**src/rtl/adc_capture_ctrl_if.sv**
```systemverilog
// AXI-Stream master/slave bundle carrying captured samples to the DMA input.
interface adc_capture_ctrl_if #(
    parameter int unsigned DATA_W = 16
) ();
    logic [DATA_W-1:0] TDATA;
    logic              TVALID;
    logic              TREADY;
    logic              TLAST;

    modport master (output TDATA, output TVALID, output TLAST, input TREADY);
    modport slave  (input TDATA, input TVALID, input TLAST, output TREADY);
endinterface

```
**src/rtl/adc_capture_ctrl.sv**
```systemverilog
// Capture sequencer: collects dsize samples (ADC or test counter) into a
// FWFT FIFO and streams them out as one TLAST-terminated packet.
module adc_capture_ctrl #(
    parameter int unsigned DATA_W  = 16,
    parameter int unsigned FIFO_AW = 4
) (
    input  logic                      ACLK,
    input  logic                      ARESETN,
    input  logic                      cr_start,
    input  logic                      cr_test,
    input  logic [31:0]               dsize,
    input  logic [DATA_W-1:0]         adc_data,
    input  logic                      adc_valid,
    adc_capture_ctrl_if.master        m_axis,
    output logic                      busy,
    output logic                      done,
    output logic                      overflow
);
    localparam int unsigned DEPTH   = 1 << FIFO_AW;
    localparam int unsigned PTR_W   = FIFO_AW + 1;
    localparam int unsigned ENTRY_W = DATA_W + 1;

    typedef enum logic [1:0] {
        IDLE    = 2'd0,
        CAPTURE = 2'd1,
        DRAIN   = 2'd2
    } state_t;

    state_t              state_q, state_d;
    logic [31:0]         len_q, len_d;
    logic                test_q, test_d;
    logic [31:0]         cnt_q, cnt_d;
    logic [DATA_W-1:0]   pat_q, pat_d;
    logic                ovf_q, ovf_d;
    logic                done_q, done_d;
    logic [PTR_W-1:0]    wr_ptr_q, wr_ptr_d;
    logic [PTR_W-1:0]    rd_ptr_q, rd_ptr_d;
    logic [ENTRY_W-1:0]  mem [DEPTH];

    logic                full_c;
    logic                empty_c;
    logic                push_c;
    logic                pop_c;
    logic                last_c;
    logic [DATA_W-1:0]   push_data_c;
    logic [ENTRY_W-1:0]  head_c;

    // FIFO status derived from the registered pointers only
    assign empty_c     = (wr_ptr_q == rd_ptr_q);
    assign full_c      = ((wr_ptr_q - rd_ptr_q) == PTR_W'(DEPTH));
    assign head_c      = mem[rd_ptr_q[FIFO_AW-1:0]];
    assign pop_c       = !empty_c && m_axis.TREADY;
    assign last_c      = (cnt_q == (len_q - 32'd1));
    assign push_data_c = test_q ? pat_q : adc_data;

    // State register
    always_ff @(posedge ACLK or negedge ARESETN) begin
        if (!ARESETN) state_q <= IDLE;
        else          state_q <= state_d;
    end

    // Next-state, push decision and datapath updates
    always_comb begin
        state_d  = state_q;
        len_d    = len_q;
        test_d   = test_q;
        cnt_d    = cnt_q;
        pat_d    = pat_q;
        ovf_d    = ovf_q;
        done_d   = 1'b0;
        push_c   = 1'b0;
        rd_ptr_d = rd_ptr_q;
        wr_ptr_d = wr_ptr_q;

        case (state_q)
            IDLE: begin
                if (cr_start && (dsize != 32'd0)) begin
                    state_d = CAPTURE;
                    len_d   = dsize;
                    test_d  = cr_test;
                    cnt_d   = 32'd0;
                    pat_d   = '0;
                    ovf_d   = 1'b0;
                end
            end
            CAPTURE: begin
                if (!full_c && (test_q || adc_valid)) begin
                    push_c = 1'b1;
                    cnt_d  = cnt_q + 32'd1;
                    pat_d  = pat_q + DATA_W'(1);
                    if (last_c) state_d = DRAIN;
                end
                if (!test_q && adc_valid && full_c) ovf_d = 1'b1;
            end
            DRAIN: begin
                if (pop_c && head_c[DATA_W]) begin
                    state_d = IDLE;
                    done_d  = 1'b1;
                end
            end
            default: state_d = IDLE;
        endcase

        if (push_c) wr_ptr_d = wr_ptr_q + PTR_W'(1);
        if (pop_c)  rd_ptr_d = rd_ptr_q + PTR_W'(1);
    end

    // Datapath and FIFO pointer registers
    always_ff @(posedge ACLK or negedge ARESETN) begin
        if (!ARESETN) begin
            len_q    <= 32'd0;
            test_q   <= 1'b0;
            cnt_q    <= 32'd0;
            pat_q    <= '0;
            ovf_q    <= 1'b0;
            done_q   <= 1'b0;
            wr_ptr_q <= '0;
            rd_ptr_q <= '0;
        end else begin
            len_q    <= len_d;
            test_q   <= test_d;
            cnt_q    <= cnt_d;
            pat_q    <= pat_d;
            ovf_q    <= ovf_d;
            done_q   <= done_d;
            wr_ptr_q <= wr_ptr_d;
            rd_ptr_q <= rd_ptr_d;
        end
    end

    // FIFO storage; contents are don't-care while the pointers say empty
    always_ff @(posedge ACLK) begin
        if (push_c) mem[wr_ptr_q[FIFO_AW-1:0]] <= {last_c, push_data_c};
    end

    // Head entry drives the stream; data forced to zero when nothing is queued
    assign m_axis.TVALID = !empty_c;
    assign m_axis.TDATA  = empty_c ? '0 : head_c[DATA_W-1:0];
    assign m_axis.TLAST  = !empty_c && head_c[DATA_W];
    assign busy          = (state_q != IDLE);
    assign done          = done_q;
    assign overflow      = ovf_q;
endmodule

```
**src/flat_wrapper.sv**
```systemverilog
// flat-port wrapper written by rule: the top's interface ports become plain ports
module adc_capture_ctrl_flat 
#(
    parameter int unsigned DATA_W  = 16,
    parameter int unsigned FIFO_AW = 4
)
  (ACLK, ARESETN, cr_start, cr_test, dsize, adc_data, adc_valid, busy, done, overflow, m_axis_TDATA, m_axis_TVALID, m_axis_TLAST, m_axis_TREADY);
  adc_capture_ctrl_if #(.DATA_W(DATA_W)) m_axis_i ();
  input  logic ACLK;
  input  logic ARESETN;
  input  logic cr_start;
  input  logic cr_test;
  input  logic [31:0] dsize;
  input  logic [DATA_W-1:0] adc_data;
  input  logic adc_valid;
  output logic busy;
  output logic done;
  output logic overflow;
  output wire logic [$bits(m_axis_i.TDATA)-1:0] m_axis_TDATA;
  output wire logic [$bits(m_axis_i.TVALID)-1:0] m_axis_TVALID;
  output wire logic [$bits(m_axis_i.TLAST)-1:0] m_axis_TLAST;
  input wire logic [$bits(m_axis_i.TREADY)-1:0] m_axis_TREADY;
  assign m_axis_TDATA = m_axis_i.TDATA;
  assign m_axis_TVALID = m_axis_i.TVALID;
  assign m_axis_TLAST = m_axis_i.TLAST;
  assign m_axis_i.TREADY = m_axis_TREADY;
  adc_capture_ctrl #(.DATA_W(DATA_W), .FIFO_AW(FIFO_AW)) u_core (.ACLK(ACLK), .ARESETN(ARESETN), .cr_start(cr_start), .cr_test(cr_test), .dsize(dsize), .adc_data(adc_data), .adc_valid(adc_valid), .m_axis(m_axis_i), .busy(busy), .done(done), .overflow(overflow));
endmodule
```
**config.mk**
```make
export PLATFORM = sky130hd
export DESIGN_NAME = adc_capture_ctrl_flat
export DESIGN_NICKNAME = d
export VERILOG_FILES = /design/src/rtl/adc_capture_ctrl_if.sv /design/src/rtl/adc_capture_ctrl.sv /design/src/flat_wrapper.sv
export SDC_FILE = /design/constraint.sdc
export NUM_CORES = 1
export LEC_CHECK = 0
export BUFFER_PORTS_ARGS = -buffer_cell sky130_fd_sc_hd__buf_4
export CAP_MARGIN = 10
export CORE_ASPECT_RATIO = 1.2
export CORE_MARGIN = 1
export CORE_UTILIZATION = 40
export CTS_CLUSTER_DIAMETER = 50
export DETAILED_ROUTE_END_ITERATION = 8
export GPL_TIMING_DRIVEN = 0
export PLACE_DENSITY = 0.6
export REMOVE_ABC_BUFFERS = 1
export SLEW_MARGIN = 20
export SYNTH_ARGS = -nofsm -noshare
export SYNTH_HDL_FRONTEND = slang
export SYNTH_SLANG_ARGS = --single-unit
```
**constraint.sdc**
```tcl
create_clock -name ACLK -period 4.5 [get_ports ACLK]
set_input_delay 0.225 -clock ACLK [delete_from_list [all_inputs] [get_ports ACLK]]
set_output_delay 0.225 -clock ACLK [all_outputs]
set_load 0.1 [all_outputs]
```
After elaboration in Yosys (flattened, before gate mapping)
Memory sizes are Yosys's and may differ from the RTL's.
Cells that the tools add are included.
{"block": "word_totals", "register_bits": 95, "ramBits": 272, "in_bits": 54, "elab_cells": 67, "mem_count": 1}
{"name": "u_core.mem", "words": 16, "width": 17, "read_ports": 1, "rd_ports_with_merged_regs": 0, "write_ports": 1, "line": "adc_capture_ctrl.sv:38", "rtl": "logic [ENTRY_W-1:0] mem [DEPTH];"}
{"block": "op_classes", "n_addsub": 6, "eq_ne": 10, "n_mux": 22, "n_reduce_logical": 19}
{"cell": "two-way mux 16 bit", "count": 4}
{"cell": "two-way mux 32 bit", "count": 2}
{"cell": "one-hot mux 32 bit (2 select lines)", "count": 1}
{"cell": "adder 32 x 1 -> 32 bit, second input constant", "count": 1}
{"cell": "== test 32 bit", "count": 1}
{"cell": "one-hot mux 16 bit (2 select lines)", "count": 1}
{"cell": "nonzero test 32 bit", "count": 1}
{"cell": "subtractor 32 x 1 -> 32 bit, second input constant", "count": 1}
{"cell": "adder 16 x 1 -> 16 bit, second input constant", "count": 1}
{"cell": "adder 5 x 1 -> 5 bit, second input constant", "count": 2}
{"cell": "!= test 2 x 1 -> 1 bit, second input constant", "count": 5}
{"cell": "two-way mux 1 bit", "count": 8}
{"cell": "two-way mux 2 bit", "count": 4}
{"cell": "logical AND 1 bit", "count": 7}
{"cell": "one-hot mux 2 bit (3 select lines)", "count": 1}
{"cell": "AND reduction 3 bit", "count": 2}
{"cell": "== test 5 bit", "count": 1}
{"cell": "== test 5 bit, second input constant", "count": 1}
{"cell": "subtractor 5 bit", "count": 1}
{"cell": "AND reduction 4 bit", "count": 1}
{"cell": "nonzero test 2 bit", "count": 2}
{"cell": "logical NOT 1 bit", "count": 3}
{"cell": "== test 2 x 1 -> 1 bit, second input constant", "count": 1}
{"cell": "== test 2 bit, second input constant", "count": 1}
{"cell": "other kinds (4)", "count": 4}

Logic depth before layout (Yosys ltp)
Gate-level depths: netlist of the first run.
{"block": "logic_depth", "ltp_word": 8, "depth_mapped": 15, "ltp_nobuf": 10}

Least setup slack after synthesis of the first run
OpenSTA, ideal clock, no wires.
{"block": "synth_timing", "path_type": "reg-to-reg", "start": "register u_core.rd_ptr_q[1]", "end": "memory u_core.mem[0][0] (netlist bit), enable pin", "setup_time_ns": 0.412, "t_arrival_ns": 4.500, "required_time_ns": 4.088, "path_slack_ns": -0.412, "stages_incl_launch_ff": 15, "path_buffers": 5, "period_less_slack_ns": 4.912, "cell_sequence": "dfrtp_1 -> clkbuf_1 -> clkbuf_1 -> buf_1 -> inv_1 -> ha_1 -> nor2b_1 -> o21a_1 -> o211ai_1 -> a211oi_1 -> nor3_1 -> clkbuf_1 -> clkbuf_1 -> nand2_1 -> nor3_1"}
{"block": "synth_via", "elab_chain_len": 8}
{"item": "start, declared", "line": "adc_capture_ctrl.sv:37", "rtl": "logic [PTR_W-1:0] rd_ptr_q, rd_ptr_d;"}
{"item": "start signal, assigned", "line": "adc_capture_ctrl.sv:127", "rtl": "rd_ptr_q <= rd_ptr_d;"}
{"item": "subtractor 5 bit", "line": "adc_capture_ctrl.sv:50", "rtl": "assign full_c = ((wr_ptr_q - rd_ptr_q) == PTR_W'(DEPTH));"}
{"item": "== test 5 bit", "line": "adc_capture_ctrl.sv:50"}
{"item": "logical NOT 1 bit", "line": "adc_capture_ctrl.sv:87", "rtl": "if (!full_c && (test_q || adc_valid)) begin"}
{"item": "logical AND 1 bit", "line": "adc_capture_ctrl.sv:87"}
{"item": "two-way mux 1 bit", "line": "adc_capture_ctrl.sv:87"}
{"item": "two-way mux 1 bit", "line": "adc_capture_ctrl.sv:75", "rtl": "case (state_q)"}
{"item": "two-way mux 1 bit", "line": "adc_capture_ctrl.sv:133", "rtl": "if (push_c) mem[wr_ptr_q[FIFO_AW-1:0]] <= {last_c, push_data_c};"}
{"item": "two-way mux 1 bit (implied by the code)", "line": "adc_capture_ctrl.sv:133"}
{"item": "end, declared", "line": "adc_capture_ctrl.sv:38"}
No other way between the ends.

Worst setup path in the final report of the first run
{"block": "layout_timing", "start": "register u_core.rd_ptr_q[2]", "end": "memory u_core.mem[1][3] (netlist bit), enable pin"}
Same word-level chain as after synthesis.

==> flow_summary.json, run 1 <==
{
  "grt_max_degree": 96,
  "grt_first_pass_wirelength_um": 57600,
  "dieArea_sq_um": 41500,
  "die_w_um": 186,
  "hold_violations": 0,
  "power.density_nw_per_um2": 643,
  "synth_top_cell_by_area": "edfxtp_1",
  "place_congestion": 0.796,
  "ys_warn_count": 0,
  "antenna_cells": 0,
  "syn-cell-area_sq_um": 16300,
  "min_period_ns": 4.17,
  "route.vias.total": 9571,
  "reg2reg_slack_ns": 0.33,
  "synth_top_area_share_pct": 50.2,
  "finalSetupTns_ns": 0,
  "fin_nets": 1290,
  "async_reset_ff_share_pct": 25.9,
  "irDropWorstVdd_mv": 0.791,
  "place_ws_ns": 0.146,
  "drt_iter0_markers": 790,
  "ys_ff_latch": 367,
  "worst_hold_path.num_cells": 3,
  "clockPowerShare_pct": 24.3,
  "skew_ns": 0.0159,
  "relSlewSlack_pct": 34.6,
  "swShare_pct": 38.3,
  "grt_use_total_pct": 18.8,
  "synth-edff-count": 272,
  "antenna_found_initial": 1,
  "rsz0062_at_grt": "false",
  "clkLatencyLatePin_ns": 0.54,
  "syn_area_per_cell_sq_um": 14.9,
  "cap_viol_max_count": 0,
  "cts_setup_buffers": 0,
  "io_buffers": 74,
  "synth_cell_type_count": 59,
  "rows": 80,
  "die_y_um": 223,
  "core_area_sq_um": 39900,
  "period_share_pct": 92.7,
  "fin_ws_ns": 0.329,
  "area_growth_pct": 20.1,
  "layout_commonest_cell": "edfxtp_1",
  "synthFlopType": "edfxtp_1",
  "timing.rr.start": "u_core.rd_ptr_q[2]$_DFFE_PN0P_",
  "critPathKind": "flip-flop to flip-flop",
  "hold-worst-slack_ns": 0.0459,
  "hold_start": "adc_valid",
  "worstSetupStartpointType": "flip-flop",
  "cts_tree": "built",
  "h-tree-depth": 2,
  "r2r-end": "u_core.mem[1][3]$_DFFE_PP_",
  "reg2reg_depth": 11,
  "setup_viol_count_final": 0,
  "ant_nets": 0,
  "total_power_mw": 12.6,
  "cts.sinks": 367,
  "synthCells": 1095,
  "io_pins": 75,
  "detail_route.wl_per_cell_um": 21.1,
  "post-route-drc-count": 0,
  "ys_seq_area_share_pct": 64.8,
  "min_to": "u_core.overflow$_DFFE_PN0P_",
  "p_leak_nw": 6.98,
  "worstMarginPinSlew_ns": 0.982,
  "drv_slew": 0,
  "fmax_ghz": 0.240,
  "grt-ovfl-total": 0,
  "clk_pin_slew_ns": 0.05,
  "clock_path_buffers": 3,
  "vias_per_cell": 5.35,
  "crit_required_ns": 4.74,
  "layout_common_cells": "272 x edfxtp_1, 135 x nand2_1, 92 x dfrtp_1, 85 x mux4_2, 79 x buf_4",
  "worstPathMaxFanout": 20,
  "start_util_pct": 40.7,
  "power.switching_mw": 4.82,
  "synth.top_cells.by_area": "edfxtp_1 50%, dfrtp_1 15%, mux4_2 12%",
  "grt_pass1_vias": 9708,
  "crit_path_end_kind": "flip-flop",
  "layout-drive-gt1-share_pct": 24.1,
  "wl_um": 37700,
  "p_int_mw": 7.74,
  "dr.pass1.iters": 5,
  "cts_buffers": 41,
  "cts-root-buf": "clkbuf_16",
  "arrival_ns": 4.42,
  "outcome": "completed",
  "seqPwrFrac_pct": 37.3,
  "hpwlAfterDp_um": 24000,
  "hold_class": "input port to flip-flop",
  "pwr-share-comb_pct": 38.4
}
-- timing repair --
item / 4_1_cts / 5_1_grt
hold endpoints to repair: 128 / 0
hold buffers: 34 / 0
gates resized for setup: 0 / 1
endpoints found under the setup margin: 0 / 5
-- cell families after synthesis --
family / count (synthesis) / synth area share, %
AND/OR/NAND/NOR: 388 / 12.3
flip-flops: 367 / 64.8
multiplexers: 110 / 13.5
XOR/XNOR: 78 / 4.20
buffers and inverters: 71 / 1.65
AO/OA/AOI/OAI: 69 / 2.66
adder cells (fa/ha/maj): 12 / 0.923
-- Yosys cell counts (3+ instances only) --
cell type / instances
xnor2_1: 42
o21ai_1: 3
a31oi_1: 6
mux2_2: 20
or2_2: 3
nand2b_1: 7
and2_1: 19
nand2_1: 135
and3_1: 16
nand4_1: 19
inv_1: 17
mux4_2: 85
nor4_2: 3
buf_1: 9
a21oi_1: 17
nor2b_1: 6
or4_1: 10
nor4_1: 15
clkbuf_1: 42
nor4b_1: 3
o21ai_0: 26
nand3b_1: 5
or3_1: 19
mux2i_1: 4
dfrtp_1: 95
nor2_1: 61
edfxtp_1: 272
xor2_1: 36
nor3_1: 24
ha_1: 12
nand3_1: 29
-- cell type report --
class,instances,area [sq um]
Tap cell,533,667
Clock buffer,57,1100
Fill cell,3390,20400
Sequential cell,367,10600
Inverter,18,67.6
Multi-Input combinational cell,657,5600
Timing Repair Buffer,139,1450
Clock inverter,18,110
-- flip-flops by register name, summed over array words and instances, names as in the netlist, 2 cells and up --
| register | cells |
|---|---|
| u_core.pat_q | 16 |
| u_core.mem | 272 |
| u_core.len_q | 32 |
| u_core.rd_ptr_q | 5 |
| u_core.wr_ptr_q | 5 |
| u_core.cnt_q | 32 |
| u_core.state_q | 2 |
-- power by group through the flow --
stage	clock [mW]	combinational [mW]	sequential, mW
finish	3.05	4.83	4.68
CTS	3.11	4.88	4.69
detailed placement	0	4.85	4.75
global placement	0	4.42	5.00
global route	3.23	5.15	4.74
floorplan	0	3.41	4.77
-- metal layers --
layer	share of wire, %	vias to the layer above	wire [um]	track usage, %
met2	50	224	18900	31.9
li1	-	4436	-	-
met4	2.1	2	797	4.84
met5	0.032	-	12	0
met1	43	4848	16400	25.0
met3	4.3	61	1610	3.02
-- worst max-delay path, cell delays in order, from the launching register on --
cell and delay [ns]:
dfrtp_2 0.86, inv_1 0.18, ha_1 0.39, o21a_1 0.13, o211ai_1 0.21, a211oi_1 0.20
nor3_4 0.45, buf_4 0.28, nand2_1 0.23, nor3_2 0.56, buf_6 0.23, buf_6 0.14
-- how the worst max path moves through the flow --
stage                     cells past startpoint                           end                           start  slack [ns]
after detailed placement                     11    u_core.mem[1][3]$_DFFE_PP_  u_core.rd_ptr_q[2]$_DFFE_PN0P_        0.15
final                                        11    u_core.mem[1][3]$_DFFE_PP_  u_core.rd_ptr_q[2]$_DFFE_PN0P_        0.33
after global routing                         10  u_core.mem[10][16]$_DFFE_PP_     u_core.len_q[0]$_DFFE_PN0P_        0.08
after global placement                        8    u_core.mem[3][3]$_DFFE_PP_  u_core.rd_ptr_q[0]$_DFFE_PN0P_       -7.06
after floorplan                               8    u_core.mem[3][0]$_DFFE_PP_  u_core.rd_ptr_q[0]$_DFFE_PN0P_       -2.93
after CTS                                    11    u_core.mem[1][3]$_DFFE_PP_  u_core.rd_ptr_q[2]$_DFFE_PN0P_        0.12
-- stage by stage --
step                      utilization (%)  cell area [sq um]  cells
after floorplan                         -              16100   1042
after global placement               43.3              17300   1649
after detailed placement             45.0              18000   1680
after CTS                            48.9              19500   1789
after global routing                 48.9              19500   1789
final                                48.9              19500   1789
(Power assumes the default switching activity.)
==> run 2, diff against run 1 <==
--- a/config.mk
+++ b/config.mk
@@ -14,7 +14,6 @@
 export DETAILED_ROUTE_END_ITERATION = 8
 export GPL_TIMING_DRIVEN = 0
 export PLACE_DENSITY = 0.6
-export REMOVE_ABC_BUFFERS = 1
 export SLEW_MARGIN = 20
 export SYNTH_ARGS = -nofsm -noshare
 export SYNTH_HDL_FRONTEND = slang
==> run 2 against run 1 <==
Sequential cell count unchanged. Critical path depth down 1. Setup slack worse by 0.11 ns. Sequential power down 3%. First-iteration DRC count down 6.5%. Maximum frequency down 2.6%. Cell count up 3.0%. Count of clock-buffer cells in the layout up 4. Total power up 3.2%. Routed wire length up 5.9%. Non-clock buffer count up 52. Core utilization up 0.67 points. Critical endpoint is now u_core.mem[2][16]$_DFFE_PP_. Largest cell class unchanged. Largest power group unchanged. Highest routed layer unchanged.
==> flow_summary.json, run 2 (synthesized netlist as in run 1, its figures left out) <==
{
  "outcome": "completed",
  "pwr-share-comb_pct": 39.7,
  "h-tree-depth": 2,
  "crit_required_ns": 4.71,
  "io_buffers": 74,
  "hold-worst-slack_ns": 0.0756,
  "area_growth_pct": 21.8,
  "cts-root-buf": "clkbuf_16",
  "period_share_pct": 95.1,
  "grt-ovfl-total": 0,
  "layout-drive-gt1-share_pct": 24.2,
  "cts.sinks": 367,
  "cts_buffers": 42,
  "antenna_cells": 0,
  "drt-met1-wl_um": 16500,
  "dr_wl_met3_um": 1720,
  "arrival_ns": 4.49,
  "cap_viol_max_count": 0,
  "rsz0062_at_grt": "false",
  "fin_nets": 1343,
  "start_util_pct": 40.7,
  "antenna_found_initial": 2,
  "finalSetupTns_ns": 0,
  "wl_um": 39900,
  "grt_pass1_vias": 10300,
  "setup_viol_count_final": 0,
  "drv_slew": 0,
  "fin_ws_ns": 0.220,
  "syn-num-nets": 1161,
  "worstPathMaxFanout": 16,
  "relSlewSlack_pct": 35.4,
  "fmax_ghz": 0.234,
  "hpwlAfterDp_um": 26500,
  "clkLatencyLatePin_ns": 0.55,
  "layout_common_cells": "272 x edfxtp_1, 135 x nand2_1, 94 x dfrtp_1, 86 x buf_4, 85 x mux4_2",
  "critPathKind": "flip-flop to flip-flop",
  "swShare_pct": 38.4,
  "worst_hold_path.num_cells": 3,
  "route.vias.total": 9906,
  "irDropWorstVdd_mv": 0.589,
  "io_pins": 75,
  "post-route-drc-count": 0,
  "place_congestion": 0.863,
  "layout_commonest_cell": "edfxtp_1",
  "vias_per_cell": 5.38,
  "cts_tree": "built",
  "power.switching_mw": 4.97,
  "hold_violations": 0,
  "seqPwrFrac_pct": 34.9,
  "largest_reg_flops": 272,
  "power.density_nw_per_um2": 654,
  "p_int_mw": 7.99,
  "clock_path_buffers": 3,
  "p_leak_nw": 7.12,
  "grt_max_degree": 96,
  "worstSetupStartpointType": "flip-flop",
  "skew_ns": 0.0172,
  "core_area_sq_um": 39900,
  "die_y_um": 223,
  "rows": 80,
  "clk_pin_slew_ns": 0.06,
  "dr.pass1.iters": 5,
  "wl_met2_um": 20500,
  "detail_route.wl_per_cell_um": 21.7,
  "dieArea_sq_um": 41500,
  "reg2reg_depth": 10,
  "min_period_ns": 4.28,
  "clockPowerShare_pct": 25.4,
  "worstMarginPinSlew_ns": 0.956,
  "crit_path_end_kind": "flip-flop",
  "grt_use_total_pct": 20.1,
  "drt_iter0_markers": 739,
  "n_fill_cell": 3348,
  "hold_class": "input port to flip-flop",
  "die_w_um": 186,
  "place_ws_ns": -1.73,
  "top_layer_used": "met5",
  "ant_nets": 0,
  "grt_first_pass_wirelength_um": 61200
}
-- run 2: cell types whose count changed in the layout (fill, tap and decap cells not counted), moves of 5 or more --
cell,delta
clkbuf_2,+8
buf_6,-5
buf_12,+8
buf_16,-10
buf_4,+7
clkbuf_1,+36
-- run 2: repair_timing --
action / in CTS / in global routing
resized for setup: 12 / 4
endpoints found under the setup margin: 337 / 265
setup buffers: 23 / 0
hold endpoints to repair: 129 / 0
pin swaps: 12 / 0
hold buffers: 35 / 0
-- run 2: cell type report --
| class | count | area, sq um | share of cell area (%) |
|---|---|---|---|
| Buffer | 50 | 219 | 1.11 |
| Clock buffer | 61 | 1170 | 5.92 |
| Clock inverter | 15 | 170 | 0.859 |
| Inverter | 18 | 67.6 | 0.341 |
| Multi-Input combinational cell | 657 | 5610 | 28.3 |
| Sequential cell | 367 | 10500 | 53.2 |
| Tap cell | 533 | 667 | 3.37 |
| Timing Repair Buffer | 141 | 1360 | 6.85 |
-- run 2: power by group through the flow --
| stage | Clock [mW] | Combinational (mW) | Sequential [mW] |
|---|---|---|---|
| floorplan | 0 | 3.67 | 4.50 |
| global placement | 0 | 4.88 | 4.54 |
| detailed placement | 0 | 5.09 | 4.55 |
| CTS | 3.36 | 5.22 | 4.51 |
| global route | 3.50 | 5.45 | 4.57 |
| finish | 3.30 | 5.14 | 4.52 |
-- run 2: path summary, 6_finish.rpt --
path                                                  end  slack, ns                            from
min in group asynchronous     u_core.cnt_q[0]$_DFFE_PN0P_       0.36                         ARESETN
min                        u_core.rd_ptr_q[0]$_DFFE_PN0P_       0.08                   m_axis_TREADY
max in group asynchronous  u_core.rd_ptr_q[2]$_DFFE_PN0P_       3.47                         ARESETN
max                           u_core.mem[2][16]$_DFFE_PP_       0.22     u_core.len_q[0]$_DFFE_PN0P_
max reg2reg                   u_core.mem[2][16]$_DFFE_PP_       0.22     u_core.len_q[0]$_DFFE_PN0P_
min reg2reg                u_core.wr_ptr_q[4]$_DFFE_PN0P_       0.48  u_core.wr_ptr_q[4]$_DFFE_PN0P_
-- run 2: per-layer routing --
metal	GRT usage, %	vias up
met5	0	-
met4	7.09	4
met3	3.10	76
met2	34.8	251
met1	25.3	5040
li1	-	4535
-- run 2: worst max-delay path, cell delays in order (launching register included) --
cell and delay, ns:
dfrtp_1 0.45, inv_1 0.11, ha_1 0.28, or4b_4 0.56, or4_4 0.56, nor3_1 0.22, mux2i_1 0.36, o21ai_1 0.18
nor4_2 0.35, nand2_1 0.14, a2111oi_4 0.73
-- run 2: metrics by stage --
| stage | util (%) | total power, mW | instance area (sq um) | std cells |
|---|---|---|---|---|
| final | 49.6 | 13.0 | 19800 | 1842 |
| after global routing | 49.6 | 13.5 | 19800 | 1842 |
| after global placement | 43.8 | 9.42 | 17500 | 1702 |
| after floorplan | - | 8.17 | 16300 | 1095 |
| after detailed placement | 44.5 | 9.64 | 17800 | 1711 |
| after CTS | 49.6 | 13.1 | 19800 | 1843 |
